<file path="src/rtl/calc_pkg.sv">
// rtl/calc_pkg.sv - shared key codes, ALU op encodings and state encoding for the calculator entry stage
//
// Contents:
//   KEY_ADD..KEY_CLR  key codes delivered by keyboardCtrl (0x0-0x9 are digits)
//   alu_op_e          ALU operation encoding driven on alu_op
//   state_e           entry FSM state encoding
//   is_digit/is_op    key classification helpers
//   key_to_op         operator key -> ALU op encoding

package calc_pkg;

  localparam logic [3:0] KEY_ADD = 4'hA;
  localparam logic [3:0] KEY_SUB = 4'hB;
  localparam logic [3:0] KEY_MUL = 4'hC;
  localparam logic [3:0] KEY_DIV = 4'hD;
  localparam logic [3:0] KEY_EQ  = 4'hE;
  localparam logic [3:0] KEY_CLR = 4'hF;

  typedef enum logic [1:0] {
    OP_ADD = 2'b00,
    OP_SUB = 2'b01,
    OP_MUL = 2'b10,
    OP_DIV = 2'b11
  } alu_op_e;

  typedef enum logic [2:0] {
    NUM1   = 3'd0,
    NUM2   = 3'd1,
    EXEC   = 3'd2,
    RESULT = 3'd3,
    ERROR  = 3'd4
  } state_e;

  function automatic logic is_digit(input logic [3:0] k);
    return k <= 4'd9;
  endfunction

  function automatic logic is_op(input logic [3:0] k);
    return (k >= KEY_ADD) && (k <= KEY_DIV);
  endfunction

  // Operator keys are contiguous, so the offset from KEY_ADD is the op code.
  function automatic alu_op_e key_to_op(input logic [3:0] k);
    logic [3:0] d;
    d = k - KEY_ADD;
    return alu_op_e'(d[1:0]);
  endfunction

endpackage

</file>
<file path="src/rtl/bcd_entry_reg.sv">
// rtl/bcd_entry_reg.sv - DIGITS-nibble BCD operand shift register with digit count and blank mask
//
// Ports:
//   CLK, RESET         clock, asynchronous active-high reset
//   clr                zero value and count (highest priority)
//   load, load_val,
//   load_cnt           parallel load of value and count
//   shift, digit       shift digit into the LSB nibble (no leading zeros, stops when full)
//   value, count       registered operand and digit count
//   value_nxt, blank_nxt  value and blank mask after this cycle's update, for registered display

module bcd_entry_reg #(
  parameter  int DIGITS = 4,
  localparam int W      = 4 * DIGITS,
  localparam int CNT_W  = $clog2(DIGITS + 1)
) (
  input  logic             CLK,
  input  logic             RESET,
  input  logic             clr,
  input  logic             load,
  input  logic [W-1:0]     load_val,
  input  logic [CNT_W-1:0] load_cnt,
  input  logic             shift,
  input  logic [3:0]       digit,
  output logic [W-1:0]     value,
  output logic [CNT_W-1:0] count,
  output logic [W-1:0]     value_nxt,
  output logic [DIGITS-1:0] blank_nxt
);

  logic [CNT_W-1:0] count_nxt;

  always_comb begin
    value_nxt = value;
    count_nxt = count;
    if (clr) begin
      value_nxt = '0;
      count_nxt = '0;
    end else if (load) begin
      value_nxt = load_val;
      count_nxt = load_cnt;
    end else if (shift && (count < CNT_W'(DIGITS)) &&
                 !((count == '0) && (digit == 4'd0))) begin
      // A zero typed into an empty operand is a leading zero and is dropped.
      value_nxt = {value[W-5:0], digit};
      count_nxt = count + 1'b1;
    end
  end

  // Digit i is blank when it lies at or above max(count, 1): digit 0 always shows.
  always_comb begin
    for (int i = 0; i < DIGITS; i++) begin
      blank_nxt[i] = (i >= 1) && (i >= int'(count_nxt));
    end
  end

  always_ff @(posedge CLK or posedge RESET) begin
    if (RESET) begin
      value <= '0;
      count <= '0;
    end else begin
      value <= value_nxt;
      count <= count_nxt;
    end
  end

endmodule

</file>
<file path="src/rtl/calc_entry_fsm.sv">
// rtl/calc_entry_fsm.sv - calculator control: operand/operator entry, ALU start/done handshake, display drive
//
// Ports:
//   CLK, RESET            clock, asynchronous active-high reset
//   key_code, key_valid   key code and one-cycle strobe from keyboardCtrl
//   alu_num1, alu_num2    BCD operands to the ALU, stable throughout EXEC
//   alu_op                ALU operation (00 add, 01 sub, 10 mul, 11 div)
//   alu_start             one-cycle request pulse in the first EXEC cycle
//   alu_done, alu_err,
//   alu_res               ALU completion, error qualifier and BCD result
//   disp_bcd, disp_blank,
//   disp_err              registered display value, per-digit blank mask, error pattern
//   busy                  high while in EXEC

module calc_entry_fsm
  import calc_pkg::*;
#(
  parameter int DIGITS      = 4,
  parameter int ALU_TIMEOUT = 255,
  parameter int TMO_W       = 8
) (
  input  logic                CLK,
  input  logic                RESET,
  input  logic [3:0]          key_code,
  input  logic                key_valid,
  output logic [4*DIGITS-1:0] alu_num1,
  output logic [4*DIGITS-1:0] alu_num2,
  output logic [1:0]          alu_op,
  output logic                alu_start,
  input  logic                alu_done,
  input  logic                alu_err,
  input  logic [4*DIGITS-1:0] alu_res,
  output logic [4*DIGITS-1:0] disp_bcd,
  output logic [DIGITS-1:0]   disp_blank,
  output logic                disp_err,
  output logic                busy
);

  localparam int W     = 4 * DIGITS;
  localparam int CNT_W = $clog2(DIGITS + 1);
  localparam logic [TMO_W-1:0] TMO_LAST = TMO_W'(ALU_TIMEOUT - 1);
  localparam logic [DIGITS-1:0] BLANK_RST = {{(DIGITS-1){1'b1}}, 1'b0};

  state_e           state, state_nxt;
  alu_op_e          op_q;
  logic [W-1:0]     res_q, res_nxt;
  logic [TMO_W-1:0] tmo_cnt;

  logic             n1_clr, n1_load, n1_shift;
  logic [W-1:0]     n1_load_val;
  logic [CNT_W-1:0] n1_load_cnt;
  logic             n2_clr, n2_shift;
  logic             op_load, res_load;

  logic [W-1:0]      n1_val, n1_val_nxt, n2_val, n2_val_nxt;
  logic [CNT_W-1:0]  n1_cnt_unused, n2_cnt;
  logic [DIGITS-1:0] n1_blank_nxt, n2_blank_nxt;

  logic [W-1:0]      disp_bcd_nxt;
  logic [DIGITS-1:0] disp_blank_nxt;
  logic              disp_err_nxt, alu_start_nxt, busy_nxt;

  // Number of significant digits (position of the top non-zero nibble + 1).
  function automatic logic [CNT_W-1:0] sig_digits(input logic [W-1:0] v);
    logic [CNT_W-1:0] n;
    n = '0;
    for (int i = 0; i < DIGITS; i++) begin
      if (v[4*i +: 4] != 4'd0) n = CNT_W'(i + 1);
    end
    return n;
  endfunction

  function automatic logic [DIGITS-1:0] blank_for_count(input logic [CNT_W-1:0] c);
    logic [DIGITS-1:0] m;
    for (int i = 0; i < DIGITS; i++) m[i] = (i >= 1) && (i >= int'(c));
    return m;
  endfunction

  bcd_entry_reg #(.DIGITS(DIGITS)) u_num1 (
    .CLK       (CLK),
    .RESET     (RESET),
    .clr       (n1_clr),
    .load      (n1_load),
    .load_val  (n1_load_val),
    .load_cnt  (n1_load_cnt),
    .shift     (n1_shift),
    .digit     (key_code),
    .value     (n1_val),
    .count     (n1_cnt_unused),
    .value_nxt (n1_val_nxt),
    .blank_nxt (n1_blank_nxt)
  );

  bcd_entry_reg #(.DIGITS(DIGITS)) u_num2 (
    .CLK       (CLK),
    .RESET     (RESET),
    .clr       (n2_clr),
    .load      (1'b0),
    .load_val  ('0),
    .load_cnt  ('0),
    .shift     (n2_shift),
    .digit     (key_code),
    .value     (n2_val),
    .count     (n2_cnt),
    .value_nxt (n2_val_nxt),
    .blank_nxt (n2_blank_nxt)
  );

  // State register plus the datapath registers the FSM owns.
  always_ff @(posedge CLK or posedge RESET) begin
    if (RESET) begin
      state   <= NUM1;
      op_q    <= OP_ADD;
      res_q   <= '0;
      tmo_cnt <= '0;
    end else begin
      state <= state_nxt;
      res_q <= res_nxt;
      if (op_load) op_q <= key_to_op(key_code);
      // Counts cycles spent in EXEC; zero in the first EXEC cycle.
      if ((state == EXEC) && (state_nxt == EXEC)) tmo_cnt <= tmo_cnt + 1'b1;
      else                                        tmo_cnt <= '0;
    end
  end

  // Next-state and datapath control.
  always_comb begin
    state_nxt   = state;
    n1_clr      = 1'b0;
    n1_load     = 1'b0;
    n1_load_val = res_q;
    n1_load_cnt = sig_digits(res_q);
    n1_shift    = 1'b0;
    n2_clr      = 1'b0;
    n2_shift    = 1'b0;
    op_load     = 1'b0;
    res_load    = 1'b0;

    if (state == EXEC) begin
      // Keys are dropped here; done wins over a timeout in the same cycle.
      if (alu_done) begin
        if (alu_err) begin
          state_nxt = ERROR;
        end else begin
          res_load  = 1'b1;
          state_nxt = RESULT;
        end
      end else if (tmo_cnt == TMO_LAST) begin
        state_nxt = ERROR;
      end
    end else if (key_valid) begin
      if (key_code == KEY_CLR) begin
        n1_clr    = 1'b1;
        n2_clr    = 1'b1;
        state_nxt = NUM1;
      end else begin
        case (state)
          NUM1: begin
            if (is_digit(key_code)) begin
              n1_shift = 1'b1;
            end else if (is_op(key_code)) begin
              op_load   = 1'b1;
              n2_clr    = 1'b1;
              state_nxt = NUM2;
            end
          end
          NUM2: begin
            if (is_digit(key_code)) begin
              n2_shift = 1'b1;
            end else if (is_op(key_code)) begin
              // Operator may be changed only until the second operand starts.
              if (n2_cnt == '0) op_load = 1'b1;
            end else if (key_code == KEY_EQ) begin
              if (n2_cnt != '0) state_nxt = EXEC;
            end
          end
          RESULT, ERROR: begin
            if (is_digit(key_code)) begin
              n1_load     = 1'b1;
              n1_load_val = W'(key_code);
              n1_load_cnt = CNT_W'(1);
              n2_clr      = 1'b1;
              state_nxt   = NUM1;
            end else if (is_op(key_code) && (state == RESULT)) begin
              // Chaining: the result becomes operand 1.
              n1_load   = 1'b1;
              op_load   = 1'b1;
              n2_clr    = 1'b1;
              state_nxt = NUM2;
            end
          end
          default: ;
        endcase
      end
    end
  end

  assign res_nxt = res_load ? alu_res : res_q;

  // Output decode from the next state so the registered display follows keys with one cycle latency.
  always_comb begin
    disp_bcd_nxt   = '0;
    disp_blank_nxt = '1;
    disp_err_nxt   = 1'b0;
    case (state_nxt)
      NUM1: begin
        disp_bcd_nxt   = n1_val_nxt;
        disp_blank_nxt = n1_blank_nxt;
      end
      NUM2, EXEC: begin
        disp_bcd_nxt   = n2_val_nxt;
        disp_blank_nxt = n2_blank_nxt;
      end
      RESULT: begin
        disp_bcd_nxt   = res_nxt;
        disp_blank_nxt = blank_for_count(sig_digits(res_nxt));
      end
      ERROR: begin
        disp_err_nxt = 1'b1;
      end
      default: ;
    endcase
    alu_start_nxt = (state_nxt == EXEC) && (state != EXEC);
    busy_nxt      = (state_nxt == EXEC);
  end

  always_ff @(posedge CLK or posedge RESET) begin
    if (RESET) begin
      disp_bcd   <= '0;
      disp_blank <= BLANK_RST;
      disp_err   <= 1'b0;
      alu_start  <= 1'b0;
      busy       <= 1'b0;
    end else begin
      disp_bcd   <= disp_bcd_nxt;
      disp_blank <= disp_blank_nxt;
      disp_err   <= disp_err_nxt;
      alu_start  <= alu_start_nxt;
      busy       <= busy_nxt;
    end
  end

  assign alu_num1 = n1_val;
  assign alu_num2 = n2_val;
  assign alu_op   = op_q;

endmodule

</file>
<file path="config.mk">
export PLATFORM = sky130hd
export DESIGN_NAME = calc_entry_fsm
export DESIGN_NICKNAME = d
export VERILOG_FILES = /design/src/rtl/calc_pkg.sv /design/src/rtl/bcd_entry_reg.sv /design/src/rtl/calc_entry_fsm.sv
export SDC_FILE = /design/constraint.sdc
export NUM_CORES = 1
export LEC_CHECK = 0
export CORE_MARGIN = 4
export CORE_UTILIZATION = 39
export DETAILED_ROUTE_END_ITERATION = 10
export PLACE_DENSITY = 0.62
export SLEW_MARGIN = 20
export SYNTH_ARGS = -nofsm -noshare
export SYNTH_HDL_FRONTEND = slang
export SYNTH_SLANG_ARGS = --single-unit
</file>
<file path="constraint.sdc">
create_clock -name CLK -period 4.05 [get_ports CLK]
set_clock_uncertainty 0.05 [all_clocks]
set_input_delay 0.6075 -clock CLK [delete_from_list [all_inputs] [get_ports CLK]]
set_output_delay 0.6075 -clock CLK [all_outputs]
set_load 0.05 [all_outputs]
</file>
# == Word-level counts from Yosys, hierarchy flattened ==
# Index checks and enable logic that the tools add are counted.
# totals
in_bits,25
mem_bits_ro,0
register_bits,90
n_memories,0
latchBits,0
out_inout_bits,57
ramBits,0
elab_cells,155
# op_classes
n_mul,0
n_mux,84
bitwise_logic,0
n_reduce_logical,28
magnitude_cmp,14
shifts,0
n_eq_ne,12
n_addsub,4
div,0
# op_table
cell,count
2-to-1 mux 16 bit,11
2-to-1 mux 3 bit,30
case mux 16 bit (3 select lines),1
2-to-1 mux 1 bit,36
nonzero test 4 bit,8
"greater-or-equal comparator 2 x 3 -> 1 bit, first input constant",6
"== test 3 x 2 -> 1 bit, second input constant",4
zero test 3 bit,4
case mux 4 bit (3 select lines),1
logical AND 1 bit,10
"greater-or-equal comparator 1 x 3 -> 1 bit, first input constant",3
case mux 3 bit (3 select lines),1
"adder 8 x 1 -> 8 bit, second input constant",1
"== test 4 bit, second input constant",2
"== test 8 bit, second input constant",1
"<= comparator 4 bit, second input constant",2
2-to-1 mux 8 bit,1
"adder 3 x 1 -> 3 bit, second input constant",2
"== test 3 x 1 -> 1 bit, second input constant",2
"== test 3 bit, second input constant",2
"< comparator 3 bit, second input constant",2
"greater-or-equal comparator 4 bit, second input constant",1
zero test 4 bit,1
OR reduction 2 bit,2
other kinds (7),8

# == Depth between registers and ports, before layout ==
# depth
ltp_word,14
depth_mapped,11
ltp_nobuf,9

# == Hierarchy ==
# Synthesis repeated with hierarchy kept, for this count alone.
# unflattened
hier_cells,547
area_unflattened_um2,4989.8
# modules_own_cells
module,cells_each,instances,area_each_um2,seq_area_each_um2
calc_entry_fsm,299,1,2866.5,1305.0
bcd_entry_reg (u_num1),124,1,1062.3,475.5
bcd_entry_reg (u_num2),124,1,1061.0,475.5

# == Least setup slack after synthesis ==
# No wires, ideal clock.
# synth_timing
path_type,input -> register
from,in key_valid
to,reg disp_bcd[10]
required_ns,3.864
setup_time_ns,0.136
path_stages,7
path_slack_ns,1.156
n_path_buf,2
t_arrival_ns,2.708
path_cell_list,clkbuf_1 -> nand4bb_1 -> a2111oi_2 -> buf_2 -> mux2_1 -> o211ai_1 -> a21oi_1
# synth_via
elab_chain_cells,8
elab_cells_between_ends,29
classes_between,eq/ne (3); mux (20); reduce/logical (6)
# synth_rtl
element,line,text
"start, declared",calc_entry_fsm.sv:25,"input logic key_valid,"
2-to-1 mux 1 bit,calc_entry_fsm.sv:151,end else if (key_valid) begin
2-to-1 mux 1 bit,calc_entry_fsm.sv:139,if (state == EXEC) begin
logical AND 1 bit (2 in a row),bcd_entry_reg.sv:42,end else if (shift && (count < CNT_W'(DIGITS)) &&
2-to-1 mux 16 bit,bcd_entry_reg.sv:42,
2-to-1 mux 16 bit,bcd_entry_reg.sv:39,end else if (load) begin
2-to-1 mux 16 bit,bcd_entry_reg.sv:36,if (clr) begin
case mux 16 bit (3 select lines) (*),calc_entry_fsm.sv:205,case (state_nxt)
via disp_bcd_nxt[10],calc_entry_fsm.sv:59,logic [W-1:0] disp_bcd_nxt;
"end signal, assigned",calc_entry_fsm.sv:235,disp_bcd <= disp_bcd_nxt;
"end, declared",calc_entry_fsm.sv:33,"output logic [4*DIGITS-1:0] disp_bcd,"
# The timed path passes the listed nets; every way through them passes the cells marked *.
# A chain may end at the register's enable or synchronous reset.

# == Worst setup path in the final report ==
# layout_timing
from,in key_valid
to,reg disp_bcd[0]
# The elaborated chain is that of the path after synthesis.

==> impl_metrics.py <==
metrics = {
    "status": {
        "status": "finished, final reports clean",
    },
    "place": {
        "numPortBuffers": 81,
        "gp_congestion": 0.9040,
        "place_hpwl_um": 9742,
        "preCtsSetupSlack_ns": 0.6313,
    },
    "power_and_ir_drop": {
        "max-vdd-ir-drop_v": 0.0003992,
        "power_density_nw_per_um2": 830.9,
        "total_power_w": 0.005009,
        "power.static_leakage_nw": 2.515,
    },
    "job": {
        "max-cap-violations": 0,
    },
    "clock_network": {
        "cts.sinks": 90,
        "holdBufCountCts": 0,
        "tritoncts": "built",
        "clk-insertion-delay-late_ns": 0.33,
        "post-cts-setup-buffers": 0,
        "clockBufferDepth": 2,
        "numCtsBuffers": 9,
        "clk_pin_slew_ns": 0.06,
        "cts_max_level": 3,
        "cts-root-buf": "clkbuf_16",
        "cts_resized": 0,
    },
    "synth": {
        "synth_edf_count": 0,
        "syn_nets": 477,
        "ys_types": 65,
        "syn_inst": 446,
        "async_flop_share": 1.000,
        "yosysSeqAreaShare": 0.4788,
        "ys_warn_count": 0,
        "synth-seq-cells": 90,
        "synth_ff_type": "dfrtp_1",
        "syn_area_um2": 4712,
        "syn_area_per_cell_um2": 10.57,
    },
    "final_layout": {
        "diodes": 0,
        "syn2layout_area_growth_pct": 27.93,
        "final_layout_size_suffix_gt1_frac": 0.1364,
        "nets": 556,
        "mostFrequentLayoutCells": "dfrtp_1, clkdlybuf4s50_1, nand2_1",
        "final_common_cell": "dfrtp_1",
    },
    "detailed_routing": {
        "dr_total_vias": 3831,
        "routed_via_density": 5.709,
        "drtIter0Drc": 230,
        "postRouteAntennaNets": 0,
        "first_pass_iters": 4,
        "wl_per_cell_um": 19.36,
        "drc": 0,
        "finalWirelength_um": 12990,
    },
    "die": {
        "fp.dieW_um": 117.9,
        "pin_count": 82,
        "initial_core_util": 0.4057,
        "die_height_um": 117.9,
        "dieArea_um2": 13910,
        "rows": 39,
        "core_area_um2": 11610,
    },
    "critical_path": {
        "r2r_cells": 9,
        "critical_path.endpoint_type": "flip-flop",
        "critPathMaxFanout": 18,
        "critPathMaxStageDelay_ns": 0.66,
        "critPathLaunchType": "input pin",
        "criticalPathCategory": "in2reg",
        "arrival_ns": 3.30,
        "crit_chain": "clkdlybuf4s50_1 > nand3b_1 > o41a_1 > o211ai_1 > o21a_1 > o211ai_1 > a31oi_1",
        "path_delay_family": "compound AO/OA/AOI/OAI gates",
        "crit_required_ns": 4.24,
        "cp_num_cells": 7,
        "crit_slowest_cell": "clkdlybuf4s50_1",
        "cp_common_cell": "o211ai_1",
        "worst-path-buf-inv": 1,
    },
    "sta": {
        "worst_slack_ns": 0.9469,
        "fmax_mhz": 322.3,
        "finalHoldViolCount": 0,
        "slew_headroom": 0.3951,
        "fin_tns_setup_ns": 0,
        "period_share": 0.7662,
        "period_minus_slack_ns": 3.103,
        "report.final.slew_viol_count": 0,
        "rsz0062_at_grt": "no",
        "worstMarginPinSlew_ns": 0.8991,
        "setup_viol": 0,
    },
    "global_route": {
        "grt_max_degree": 40,
        "grt_pass1_vias": 3928,
        "grt_pass1_wl_um": 21670,
        "grt_overflow": 0,
        "track_usage": 0.1938,
        "grt_antenna_before_repair": 0,
    },
    "worst_hold_path": {
        "whs_path_depth": 1,
        "hold_path_class": "reg2reg",
    },
}
flip-flops by register name, indices dropped and copies added, names as in the netlist, 2 cells and up:
register	cells
disp_bcd	16
res_q	16
u_num1.value	16
u_num2.value	16
tmo_cnt	8
disp_blank	4
state	3
u_num1.count	3
u_num2.count	3
alu_op	2
synthesized netlist by cell type, drive strengths merged (3+ instances only):
cell | instances | area (um^2)
o21a | 7 | 52.55
o21ai | 21 | 105.1
nand2 | 27 | 101.4
and4 | 3 | 26.28
o311ai | 5 | 43.79
buf | 4 | 20.02
dfstp | 3 | 78.83
o221a | 5 | 56.30
a21oi | 15 | 75.07
xnor2 | 3 | 26.28
inv | 14 | 52.55
ha | 6 | 75.07
o211ai | 18 | 135.1
a22oi | 13 | 97.59
clkbuf | 28 | 105.1
nor3b | 13 | 97.59
and3 | 4 | 25.02
a211oi | 3 | 22.52
a211o | 3 | 26.28
nor3 | 6 | 35.03
xor2 | 6 | 52.55
nand4 | 3 | 18.77
nand3 | 10 | 50.05
mux2i | 17 | 170.2
nor2b | 3 | 18.77
or3b | 3 | 26.28
nor2 | 20 | 75.07
a31oi | 4 | 25.02
and2 | 18 | 112.6
dfrtp | 87 | 2177
mux2 | 33 | 371.6
nor4 | 9 | 56.30
final timing paths:
path	from	end	slack [ns]
max in group asynchronous	RESET	disp_bcd[9]$_DFF_PP0_	2.50
hold / removal	alu_op[0]$_DFFE_PP0P_	alu_op[0]$_DFFE_PP0P_	0.46
hold reg to reg	alu_op[0]$_DFFE_PP0P_	alu_op[0]$_DFFE_PP0P_	0.46
setup reg to reg	u_num2.count[0]$_DFF_PP0_	disp_blank[1]$_DFF_PP1_	1.16
min in group asynchronous	RESET	tmo_cnt[3]$_DFF_PP0_	0.63
setup / recovery	key_valid	disp_bcd[0]$_DFF_PP0_	0.95
cells by family after synthesis:
logic type                 synth area share
and+or+nand+nor                      0.1567
AOI/OAI and AO/OA                    0.1792
buffers and inverters               0.03771
muxes                                0.1150
DFF                                  0.4788
xor gates and xnor gates            0.01673
adders and majority gates           0.01593
area by class of cell:
cell class | count | area (um^2)
clock buffers | 10 | 239.0
clock inverters | 4 | 51.30
fillers | 1071 | 5585
inverters | 14 | 53.80
multi-input cells | 310 | 2296
flip-flops and latches | 90 | 2256
well taps | 143 | 178.9
repair buffers | 100 | 953.4
per-stage QoR:
step | instance area, um^2 | hold slack (ns) | utilization | cells
2_1_floorplan | 4712 | 0.4415 | - | 446
3_3_place_gp | 5738 | 0.4422 | 0.4941 | 657
3_5_place_dp | 5738 | 0.4606 | 0.4941 | 657
4_1_cts | 6028 | 0.4707 | 0.5191 | 671
5_1_grt | 6028 | 0.5044 | 0.5191 | 671
6_report | 6028 | 0.4633 | 0.5191 | 671
report_power, final:
group	internal, W	switching, W
Combinational	0.000983	0.00169
Clock	0.000489	0.000336
Sequential	0.00124	0.000276
routing by layer:
layer / track usage / part of all wire / vias to the layer above
met2: 0.2839 / 0.44 / 122
met1: 0.2861 / 0.48 / 1872
met5: 0 / 0 / -
li1: - / - / 1821
met3: 0.04133 / 0.060 / 16
met4: 0.06007 / 0.018 / 0
(Power assumes the default switching activity.)
